--- src/rtl/mult_pkg.sv ---
// Shared constants for the shift-and-add multiplier: default operand width,
// bit-counter width and derived operand/product widths.
package mult_pkg;

  localparam int N_DEFAULT = 16;
  localparam int CNT_W     = $clog2(N_DEFAULT);
  localparam int OPERAND_W = N_DEFAULT;
  localparam int PRODUCT_W = 2 * N_DEFAULT;

  // Counter width for an arbitrary operand width, never narrower than one bit.
  function automatic int cnt_width(input int n);
    return ($clog2(n) < 1) ? 1 : $clog2(n);
  endfunction

endpackage

--- src/rtl/mult_counter.sv ---
// Bit counter for the multiplier: counts completed shifts and flags the last step.
module mult_counter
  import mult_pkg::*;
#(
  parameter int N = N_DEFAULT
) (
  input  logic Clk,
  input  logic Rst,
  input  logic clr,
  input  logic inc,
  output logic K
);

  localparam int CW = cnt_width(N);
  localparam logic [CW-1:0] LAST = CW'(N - 1);

  logic [CW-1:0] cnt_q;
  logic [CW-1:0] cnt_d;

  // Explicit wrap keeps the count in range even when N is not a power of two.
  always_comb begin
    cnt_d = cnt_q;
    if (clr) begin
      cnt_d = '0;
    end else if (inc) begin
      if (cnt_q == LAST) cnt_d = '0;
      else               cnt_d = cnt_q + CW'(1);
    end
  end

  always_ff @(posedge Clk or posedge Rst) begin
    if (Rst) cnt_q <= '0;
    else     cnt_q <= cnt_d;
  end

  assign K = (cnt_q == LAST);

endmodule

--- src/rtl/mult_datapath.sv ---
// Datapath of an unsigned shift-and-add multiplier, driven by strobes from an
// external control FSM. The 2N+1-bit accumulator absorbs the adder carry.
module mult_datapath
  import mult_pkg::*;
#(
  parameter int N = N_DEFAULT
) (
  input  logic           Clk,
  input  logic           Rst,
  input  logic           Load,
  input  logic           Ad,
  input  logic           Sh,
  input  logic           Done,
  input  logic [N-1:0]   Mplier,
  input  logic [N-1:0]   Mcand,
  output logic           M,
  output logic           K,
  output logic [2*N-1:0] Product,
  output logic           Product_Valid
);

  logic [2*N:0]   acc_q, acc_d;
  logic [N-1:0]   mcand_q, mcand_d;
  logic [2*N-1:0] product_q, product_d;
  logic           valid_q, valid_d;
  logic [2*N:0]   added;
  logic [N:0]     sum;

  assign sum = {1'b0, acc_q[2*N-1:N]} + {1'b0, mcand_q};

  // Product captures the post-step accumulator so Done may ride on the final shift.
  always_comb begin
    acc_d     = acc_q;
    mcand_d   = mcand_q;
    product_d = product_q;
    valid_d   = valid_q;
    added     = acc_q;
    if (Load) begin
      acc_d   = {{(N+1){1'b0}}, Mplier};
      mcand_d = Mcand;
      valid_d = 1'b0;
    end else begin
      if (Ad) added = {sum, acc_q[N-1:0]};
      acc_d = Sh ? (added >> 1) : added;
      if (Done) begin
        product_d = acc_d[2*N-1:0];
        valid_d   = 1'b1;
      end
    end
  end

  always_ff @(posedge Clk or posedge Rst) begin
    if (Rst) begin
      acc_q     <= '0;
      mcand_q   <= '0;
      product_q <= '0;
      valid_q   <= 1'b0;
    end else begin
      acc_q     <= acc_d;
      mcand_q   <= mcand_d;
      product_q <= product_d;
      valid_q   <= valid_d;
    end
  end

  mult_counter #(.N(N)) u_counter (
    .Clk (Clk),
    .Rst (Rst),
    .clr (Load),
    .inc (Sh & ~Load),
    .K   (K)
  );

  assign M             = acc_q[0];
  assign Product       = product_q;
  assign Product_Valid = valid_q;

endmodule

--- config.mk ---
export PLATFORM = sky130hd
export DESIGN_NAME = mult_datapath
export DESIGN_NICKNAME = d
export VERILOG_FILES = /design/src/rtl/mult_pkg.sv /design/src/rtl/mult_counter.sv /design/src/rtl/mult_datapath.sv
export SDC_FILE = /design/constraint.sdc
export NUM_CORES = 1
export LEC_CHECK = 0
export ABC_AREA = 1
export CORE_MARGIN = 1
export CORE_UTILIZATION = 50
export CTS_CLUSTER_DIAMETER = 30
export DETAILED_ROUTE_END_ITERATION = 12
export GPL_ROUTABILITY_DRIVEN = 0
export MAX_ROUTING_LAYER = met4
export PLACE_DENSITY = 0.75
export SETUP_SLACK_MARGIN = 0.3
export SLEW_MARGIN = 0
export SYNTH_ARGS = -nofsm -noshare
export SYNTH_HDL_FRONTEND = slang
export SYNTH_HIERARCHICAL = 1
export SYNTH_SLANG_ARGS = --single-unit
export TNS_END_PERCENT = 1
--- constraint.sdc ---
create_clock -name Clk -period 7.6 [get_ports Clk]
set_input_delay 1.52 -clock Clk [delete_from_list [all_inputs] [get_ports Clk]]
set_output_delay 1.52 -clock Clk [all_outputs]
set_load 0.02 [all_outputs]
Yosys cells after proc, flatten, opt, wreduce, memory -nomap -nowiden
Index checks and enable logic that the tools add are counted.
{"block": "word_totals", "regBits": 86, "latch_bits": 0, "ram_bits": 0, "mem_bits_ro": 0, "output_inout_bits": 35, "elab_cells": 21, "mem_count": 0}
{"block": "classes", "addsub": 2, "mul": 0, "div_mod_pow": 0, "n_lt_le_gt_ge": 0, "n_eq_ne": 1, "n_shift": 0, "muxes": 8, "bitwise": 2, "n_reduce_logical": 3}
{"operator": "2-to-1 mux 33 bit", "count": 3}
{"operator": "adder 16 x 16 -> 17 bit", "count": 1}
{"operator": "2-to-1 mux 4 bit", "count": 3}
{"operator": "adder 4 x 1 -> 4 bit, second input constant", "count": 1}
{"operator": "equality test 4 bit, second input constant", "count": 1}
{"operator": "nonzero test 2 bit", "count": 2}
{"operator": "2-to-1 mux 1 bit", "count": 2}
{"operator": "AND reduction 2 bit", "count": 1}
{"operator": "bitwise AND 1 bit", "count": 1}
{"operator": "NOT 1 bit", "count": 1}

Depth between registers and ports, before layout
Gate-level depths: netlist (run 1).
{"block": "logic_depth", "ltp_word": 4, "depth_mapped": 13, "ltp_nobuf": 13}

Cells and area by module
The synthesis (run 1) kept the hierarchy.
{"mod": "mult_datapath", "instances": 1, "cells_per_inst": 586, "area_per_inst_um2": 4410.5, "seq_area_each_um2": 2052.0}
{"mod": "mult_counter", "instances": 1, "cells_per_inst": 27, "area_per_inst_um2": 232.7, "seq_area_each_um2": 100.1}

Least setup slack after synthesis (run 1)
OpenSTA, ideal clock, no wires.
{"block": "synth_timing", "path_type": "input -> register", "start": "in Load", "end": "reg u_counter.cnt_q[3]", "setup_time_ns": 0.115, "t_arrival_ns": 2.464, "required_ns": 7.485, "slack_ns": 5.021, "path_stages": 9, "path_cell_list": "clkbuf_1 buf_1 nor2_1 inv_2 nor2_4 nand2_2 inv_2 nand3_2 nand2_2"}
{"block": "synth_between", "elab_chain_len": 3, "word_cells_on_any_way": 4}
{"item": "start: declaration", "line": "mult_datapath.sv:10", "text": "input logic Load,"}
{"item": "NOT 1 bit (no line)"}
{"item": "bitwise AND 1 bit", "line": "mult_datapath.sv:70", "text": ".inc (Sh & ~Load),"}
{"item": "nonzero test 2 bit (no line)"}
{"item": "end signal: assignment", "line": "mult_counter.sv:33", "text": "else cnt_q <= cnt_d;"}
{"item": "end: declaration", "line": "mult_counter.sv:17", "text": "logic [CW-1:0] cnt_q;"}
Several ways; a longest one is shown, not always the timed one.
A chain may end at the register's enable or synchronous reset.

Final worst setup path (run 1)
{"block": "layout_timing", "start": "in Sh", "end": "reg u_counter.cnt_q[1]"}
{"block": "layout_between", "elab_chain_len": 2}
{"item": "start: declaration", "line": "mult_datapath.sv:12", "text": "input logic Sh,"}
{"item": "bitwise AND 1 bit", "line": "mult_datapath.sv:70"}
{"item": "nonzero test 2 bit (no line)"}
Every way passes these cells.

==> results.py, run 1 <==
metrics = {
    "yosys": {
        "ys_types": 34,
        "syn-num-nets": 669,
        "synth_top_area_cell": "dfrtp_1",
        "synthDominantCellAreaShare": 0.463,
        "ys_seq_area_frac": 0.463,
        "ys_seq_elements": 86,
        "synth_area_leaders": "dfrtp_1, nand2_1, nand3_1",
        "synthArstFlopShare": 1.00,
        "postSynthAreaPerCell_um2": 7.57,
        "synth-edff-count": 0,
        "yosysWarnings": 6,
        "synthCells": 613,
        "syn_area_um2": 4640,
        "synth_ff_type": "dfrtp_1",
    },
    "critical_path": {
        "required_ns": 7.85,
        "end_kind": "flip-flop",
        "critical_path_class": "input pin to flip-flop",
        "worstPathMaxFanout": 36,
        "startpoint_type": "input pin",
        "crit_arrival_ns": 3.58,
    },
    "placed_design": {
        "io_buffers": 72,
        "dp_hpwl_um": 7610,
        "numPlacedInstances": 773,
        "placed_area_um2": 5420,
    },
    "clock_network": {
        "cts_resized": 0,
        "root_buffer": "clkbuf_8",
        "cts_hold_buf": 0,
        "numCtsBuffers": 9,
        "tritoncts": "built",
        "clock-sinks": 86,
        "clkSlewWorstSetupHoldPaths_ns": 0.09,
        "clk_latency_ns": 0.36,
        "post_cts_buffers": 0,
        "cts_max_level": 3,
        "clk_path_buf_depth": 2,
    },
    "worst_hold_path": {
        "hold_path.class": "flip-flop to flip-flop",
    },
    "global_routing": {
        "grt_pass1_wl_um": 18600,
        "overflow": 0,
        "grt_max_degree": 83,
        "grt_usage": 0.249,
        "antenna_found_initial": 0,
        "grt_pass1_vias": 4045,
    },
    "route": {
        "wl_um": 10900,
        "ant_nets": 0,
        "first_pass_iters": 7,
        "routed_via_density": 5.25,
        "routedWlPerCell_um": 13.9,
        "vias": 4137,
        "drtIter0Drc": 255,
        "route.detailed.drc": 0,
    },
    "timing": {
        "worstMarginPinSlew_ns": 1.03,
        "setup-tns-final_ns": 0,
        "relSlewSlack": 0.314,
        "hold_viol_final": 0,
        "timing.hold.ws_ns": 0.484,
        "fmax_mhz": 300,
        "skew_ns": 0.0123,
        "maxSlewViolCount": 0,
        "setup_viol": 0,
        "fin_crit_ns": 3.33,
        "grt_setup_unrepaired": "false",
        "min_period_over_period": 0.438,
    },
    "layout": {
        "diodes": 0,
        "final_cell_mix": "nand2_1, dfrtp_1, clkdlybuf4s50_1",
        "final_common_cell": "nand2_1",
        "multi_input_area_um2": 2170,
        "nets": 732,
        "nFillCells": 794,
        "area_delta_synth_final_pct": 20.5,
        "finalNonFillerCells": 788,
        "regArea_um2": 2150,
        "final_cell_area_um2": 5600,
        "drive_above_1_share": 0.0618,
    },
    "run_status": {
        "status": "finished clean",
    },
    "die": {
        "die_x_um": 98.4,
        "coreArea_um2": 8850,
        "num_io_pins": 73,
        "start_util": 0.525,
        "die_y_um": 98.4,
        "rows": 34,
        "die_area_um2": 9680,
    },
    "pwr": {
        "peakVddDrop_mv": 0.103,
        "leakage_nw": 2.83,
        "power_w": 0.00121,
        "p_per_area_nw_per_um2": 216,
    },
    "run": {
        "cap_viol_max_count": 0,
    },
}
## worst max-delay path, stage by stage
cell,delay [ns]
clkdlybuf4s50_1,0.45
buf_4,0.34
inv_1,0.53
nor2_1,0.37
nor2_1,0.12
a22o_1,0.24
## flip-flops by register name, summed over array words and instances, names as in the netlist
name,flops
u_counter/cnt_q,4
Product,32
acc_q,33
Product_Valid,1
mcand_q,16
## logic make-up (layout without fill, tap and decap cells)
kind of cell             after synthesis  count (layout)  share of synthesized area
multiplexers                           2               2                    0.00431
flip-flops                            86              86                      0.463
AO/OA/AOI/OAI                         70              70                     0.0873
AND/OR/NAND/NOR                      355             355                      0.323
adder cells (fa/ha/maj)               18              18                     0.0501
buffers and inverters                 81             148                     0.0695
XOR/XNOR                               1               1                    0.00189
## where the power goes
part | leakage [nW] | internal [W] | switching [W] | total (W)
Combinational | 1.70 | 0.000151 | 0.000212 | 0.000363
Clock | 0.0832 | 0.000120 | 0.000173 | 0.000293
Sequential | 1.05 | 0.000513 | 0.0000399 | 0.000553
Total | 2.83 | 0.000784 | 0.000425 | 0.00121
## cells in the mapped netlist (all sizes together) (2+ instances only)
cell type / n
nand2: 228
dfrtp: 86
nor2: 61
inv: 57
nand3: 55
a31oi: 30
o21ai: 20
ha: 17
a21oi: 13
buf: 13
clkbuf: 11
nand3b: 3
nor3: 3
or2: 3
mux2i: 2
nand4: 2
o211ai: 2
## cell type report
cell class / instances / area share
clock buffer: 9 / 0.0221
clock inverter: 6 / 0.00872
inverter: 57 / 0.0385
tap: 108 / 0.0241
sequential: 86 / 0.385
multi-input combinational: 446 / 0.388
timing repair buffer: 76 / 0.134
## per-layer routing
layer	vias up	share of wire	wire, µm	global-route usage
li1	2089	-	-	-
met1	1939	0.47	5110	0.325
met2	101	0.47	5160	0.395
met3	8	0.051	556	0.0544
met4	0	0.0085	93	0.0620
met5	-	0	0	-
## final timing paths
check,endpoint,startpoint,cells past startpoint,slack [ns]
max,u_counter/cnt_q[1],Sh,6,4.27
min,mcand_q[3],mcand_q[3],2,0.48
max reg2reg,Product[31],acc_q[16],12,5.50
min reg2reg,mcand_q[3],mcand_q[3],2,0.48
max in group asynchronous,acc_q[26],Rst,3,5.11
min in group asynchronous,u_counter/cnt_q[0],Rst,2,1.39
## metrics by stage
step | worst slack [ns] | utilization
global route | 4.13 | 0.632
detailed placement | 3.93 | 0.613
finish | 4.27 | 0.632
floorplan | 3.97 | -
CTS | 4.27 | 0.632
global placement | 3.96 | 0.613
Note: power is estimated with default switching activity, not from simulation.
==> run 2: changes to the inputs <==
clock period = 3.3 ns   (was 7.6 ns; I/O delays follow)
==> run 2 against run 1 <==
- largest cell class unchanged
- clock power grew to 2.5 times the previous value
- utilization grew 0.57 points
- clock skew grew 0.0017 ns
- highest routed layer unchanged
- wire length shrank 0.11%
- via count grew 1.7%
- clock-buffer cell count is the same
- the run now ends with DRC left
- critical path depth shrank 2
- combinational power grew 130%
- global-route usage shrank 0.30 points
- sequential power grew 130%
- non-clock buffer count grew 2
- sequential share of layout area shrank 0.34 points
==> results.py, run 2 (synthesized netlist as in run 1, its figures left out) <==
metrics = {
    "critical_path": {
        "required_ns": 2.64,
        "critical_path_class": "flip-flop to primary output",
        "end_kind": "primary output",
        "worstPathMaxFanout": 5,
        "rr_endpoint": "acc_q[32]",
        "reg2reg_depth": 10,
        "r2r-start": "mcand_q[0]",
        "r2r_setup_slack_ns": 1.21,
        "crit_arrival_ns": 1.82,
        "startpoint_type": "flip-flop",
    },
    "die": {
        "rows": 34,
        "num_io_pins": 73,
        "start_util": 0.525,
        "die_x_um": 98.4,
        "coreArea_um2": 8850,
        "die_y_um": 98.4,
        "die_area_um2": 9680,
    },
    "placed_design": {
        "io_buffers": 72,
        "dp_hpwl_um": 7710,
    },
    "pwr": {
        "p_per_area_nw_per_um2": 506,
        "power_w": 0.00286,
        "peakVddDrop_mv": 0.258,
        "leakage_nw": 2.86,
    },
    "layout": {
        "drive_above_1_share": 0.0659,
        "regArea_um2": 2150,
        "top_register": "acc_q",
        "diodes": 0,
        "multi_input_area_um2": 2170,
        "nets": 734,
        "nFillCells": 792,
        "area_delta_synth_final_pct": 21.6,
        "largest_reg_flops": 33,
        "final_common_cell": "nand2_1",
        "final_cell_mix": "nand2_1, dfrtp_1, clkdlybuf4s50_1",
    },
    "global_routing": {
        "overflow": 0,
        "grt_usage": 0.246,
        "antenna_found_initial": 0,
        "grt_pass1_vias": 4063,
        "grt_max_degree": 47,
        "grt_pass1_wl_um": 18500,
    },
    "timing": {
        "maxSlewViolCount": 0,
        "min_period_over_period": 0.751,
        "hold_viol_final": 0,
        "fmax_mhz": 404,
        "worstMarginPinSlew_ns": 0.773,
        "setup-tns-final_ns": 0,
        "relSlewSlack": 0.484,
        "skew_ns": 0.0141,
        "fin_crit_ns": 2.48,
        "grt_setup_unrepaired": "false",
        "setup_viol": 0,
        "timing.hold.ws_ns": 0.489,
    },
    "clock_network": {
        "tritoncts": "built",
        "cts_max_level": 3,
        "clk_path_buf_depth": 2,
        "clock-sinks": 86,
        "clk_latency_ns": 0.36,
        "numCtsBuffers": 9,
        "root_buffer": "clkbuf_8",
        "cts_resized": 0,
        "cts_hold_buf": 0,
        "clkSlewWorstSetupHoldPaths_ns": 0.11,
        "post_cts_buffers": 0,
    },
    "route": {
        "route.detailed.drc": 1,
        "routedWlPerCell_um": 13.8,
        "vias": 4209,
        "wl_um": 10900,
        "drtIter0Drc": 289,
        "wl_met1_um": 5060,
        "wl_met3_um": 683,
        "wl_met2_um": 5090,
        "ant_nets": 0,
        "highest_layer": "met4",
        "routed_via_density": 5.32,
        "first_pass_iters": 9,
    },
    "run_status": {
        "status": "finished with violations",
        "violations": "DRC",
    },
    "run": {
        "cap_viol_max_count": 0,
    },
    "worst_hold_path": {
        "whs_endpoint": "mcand_q[12]",
        "hold_path_depth": 2,
        "holdCritStartpoint": "mcand_q[12]",
        "hold_path.class": "flip-flop to flip-flop",
    },
}
run 2: metrics by stage:
| step | setup WS [ns] | instance area, µm² | instances | util |
|---|---|---|---|---|
| floorplan | 0.532 | 4640 | 613 | - |
| global placement | 0.991 | 5450 | 775 | 0.616 |
| detailed placement | 0.952 | 5450 | 775 | 0.616 |
| CTS | 0.829 | 5650 | 791 | 0.638 |
| global route | 0.728 | 5650 | 791 | 0.638 |
| finish | 0.823 | 5650 | 791 | 0.638 |
run 2: layout make-up:
class | instances | share of cell area
clock inverter | 7 | 0.0126
multi-input combinational | 446 | 0.384
sequential | 86 | 0.381
inverter | 57 | 0.0381
tap | 108 | 0.0239
clock buffer | 9 | 0.0219
timing repair buffer | 78 | 0.138
run 2: how the worst max path moves through the flow:
stage / start / endpoint / slack [ns]
final: u_counter/cnt_q[0] / K / 0.82
after CTS: u_counter/cnt_q[0] / K / 0.83
after global routing: u_counter/cnt_q[0] / K / 0.73
after floorplan: Rst / Product[0] / 0.53
after detailed placement: Ad / Product[18] / 0.95
after global placement: Ad / Product[18] / 0.99
run 2: routing by layer:
metal,track usage,vias up
met5,-,-
met3,0.0480,9
li1,-,2103
met2,0.390,131
met1,0.327,1966
met4,0.0574,0
run 2: worst max-delay path, stage by stage, from the launching register on:
cell,delay [ns]
dfrtp_1,0.44
ha_1,0.24
nand3_2,0.11
inv_1,0.07
clkdlybuf4s50_1,0.59
run 2: power breakdown:
group	internal, W	leakage, nW	switching (W)
Clock	0.000296	0.0995	0.000445
Sequential	0.00118	1.05	0.0000861
Combinational	0.000350	1.72	0.000497
Total	0.00183	2.86	0.00103
==> run 3: changes to the inputs <==
CORE_UTILIZATION = 49   (was 50)
PLACE_DENSITY = 0.77   (was 0.75)
clock period = 2.2 ns   (was 3.3 ns; I/O delays follow)
==> run 3 against run 2 <==
- the flow still finishes with violations (DRC)
- clock skew decreased by 0.011 ns
- critical endpoint is now Product[19]
- sequential share of layout area decreased by 2.9 points
- first-iteration DRC count decreased by 8.7%
- total power increased by 63%
- utilization increased by 2.6 points
- setup slack got worse by 0.50 ns
==> results.py, run 3 (synthesized netlist as in run 1, its figures left out) <==
metrics = {
    "run_status": {
        "status": "finished with violations",
        "violations": "DRC",
    },
    "timing": {
        "setup_viol": 0,
        "fin_crit_ns": 1.88,
        "min_period_over_period": 0.854,
        "postLayoutSetupSlackWorst_ns": 0.320,
        "worstMarginPinSlew_ns": 0.570,
        "fmax_mhz": 532,
        "skew_ns": 0.00342,
        "maxSlewViolCount": 0,
        "relSlewSlack": 0.619,
        "grt_setup_unrepaired": "true",
        "hold_viol_final": 0,
        "setup-tns-final_ns": 0,
    },
    "pwr": {
        "p_per_area_nw_per_um2": 760,
        "peakVddDrop_mv": 0.419,
        "leakage_nw": 2.99,
    },
    "layout": {
        "drive_above_1_share": 0.143,
        "area_delta_synth_final_pct": 31.6,
        "diodes": 0,
        "largest_reg_flops": 33,
        "top_register": "acc_q",
        "nets": 750,
        "final_common_cell": "nand2_1",
        "nFillCells": 721,
        "final_cell_mix": "nand2_1, dfrtp_1, clkdlybuf4s50_1",
    },
    "clock_network": {
        "clk_path_buf_depth": 2,
        "root_buffer": "clkbuf_8",
        "clkSlewWorstSetupHoldPaths_ns": 0.09,
        "cts_max_level": 3,
        "clock-sinks": 86,
        "tritoncts": "built",
        "clk_latency_ns": 0.36,
        "numCtsBuffers": 9,
        "cts_hold_buf": 0,
    },
    "global_routing": {
        "overflow": 0,
        "grt_usage": 0.255,
        "antenna_found_initial": 0,
        "grt_max_degree": 41,
        "grt_pass1_wl_um": 19400,
        "grt_pass1_vias": 4274,
    },
    "die": {
        "die_y_um": 99.3,
        "die_x_um": 99.3,
        "start_util": 0.505,
        "coreArea_um2": 9200,
        "die_area_um2": 9870,
        "num_io_pins": 73,
        "rows": 35,
    },
    "critical_path": {
        "startpoint_type": "flip-flop",
        "slowest_stage": "dfrtp_1",
        "critPathBufInv": 2,
        "required_ns": 2.48,
        "crit_start": "mcand_q[0]",
        "end_kind": "flip-flop",
        "worst_path_largest_cell_delay_ns": 0.37,
        "r2r_setup_slack_ns": 0.32,
        "r2r-start": "mcand_q[0]",
        "worstPathMaxFanout": 4,
        "crit_arrival_ns": 2.16,
        "critical_path_class": "flip-flop to flip-flop",
        "critPathTopFamily": "adder cells",
        "crit_path_cell_trace": "ha_2 -> inv_1 -> fa_2 -> inv_2 -> nand3_2 -> nand3_2 -> xor2_1 -> mux2i_1 -> nand2_1 -> nand2_1 -> o21ai_0",
    },
    "route": {
        "first_pass_iters": 9,
        "routed_via_density": 5.44,
        "routedWlPerCell_um": 15.1,
        "drtIter0Drc": 264,
        "vias": 4405,
        "ant_nets": 0,
        "route.detailed.drc": 2,
        "wl_um": 12200,
    },
    "worst_hold_path": {
        "hold_path.class": "input pin to asynchronous set/reset pin",
    },
    "placed_design": {
        "pre_cts_slack_ns": 0.276,
        "io_buffers": 72,
        "dp_hpwl_um": 8470,
    },
    "run": {
        "cap_viol_max_count": 0,
    },
}
[run 3: changes by cell type in the layout (fill, tap and decap cells not counted), sizes merged]
cell	previous run	this run
buf	6	22
clkinv	4	0
clkinvlp	0	3
bufinv	0	2
clkbuf	9	10
clkdlybuf4s50	72	71
inv	60	59
[run 3: path summary, 6_finish.rpt]
path,cells after the start,to
max,11,Product[19]
min,2,u_counter/cnt_q[3]
max reg2reg,11,Product[19]
min reg2reg,2,Product_Valid
max in group asynchronous,3,Product[23]
min in group Clk,2,Product_Valid
[run 3: area by class of cell]
| cell class | count | area (µm²) | area share |
|---|---|---|---|
| Inverter | 57 | 218 | 0.0356 |
| Clock inverter | 7 | 104 | 0.0170 |
| Timing Repair Buffer | 94 | 943 | 0.154 |
| Tap cell | 111 | 139 | 0.0227 |
| Sequential cell | 86 | 2150 | 0.352 |
| Multi-Input combinational cell | 446 | 2430 | 0.398 |
| Clock buffer | 9 | 124 | 0.0203 |
[run 3: where the power goes]
group          total, W  switching [W]  internal, W
sequential      0.00193       0.000157      0.00177
clock           0.00128       0.000626     0.000656
combinational   0.00143       0.000804     0.000629
total           0.00465        0.00159      0.00306
[run 3: what timing repair did]
action,in CTS,in global routing
buffers inserted,0,7
pin swaps,0,3
gates resized for setup,5,39
setup endpoints to repair,15,29
[run 3: stage by stage]
step | util | hold WS (ns) | instances | power, W | area, µm²
detailed placement | 0.606 | 0.472 | 787 | 0.00323 | 5580
global placement | 0.606 | 0.464 | 787 | 0.00318 | 5580
global route | 0.665 | 0.376 | 810 | 0.00488 | 6110
finish | 0.665 | 0.353 | 810 | 0.00465 | 6110
floorplan | - | 0.206 | 613 | 0.00271 | 4650
CTS | 0.633 | 0.351 | 803 | 0.00452 | 5820
[run 3: per-layer routing]
metal  global-route usage  up-vias  part of all wire
met5                    -        -                 0
met4               0.0894        0             0.025
met3               0.0365       37             0.049
met2                0.424      151              0.49
met1                0.320     2081              0.44
li1                     -     2136                 -
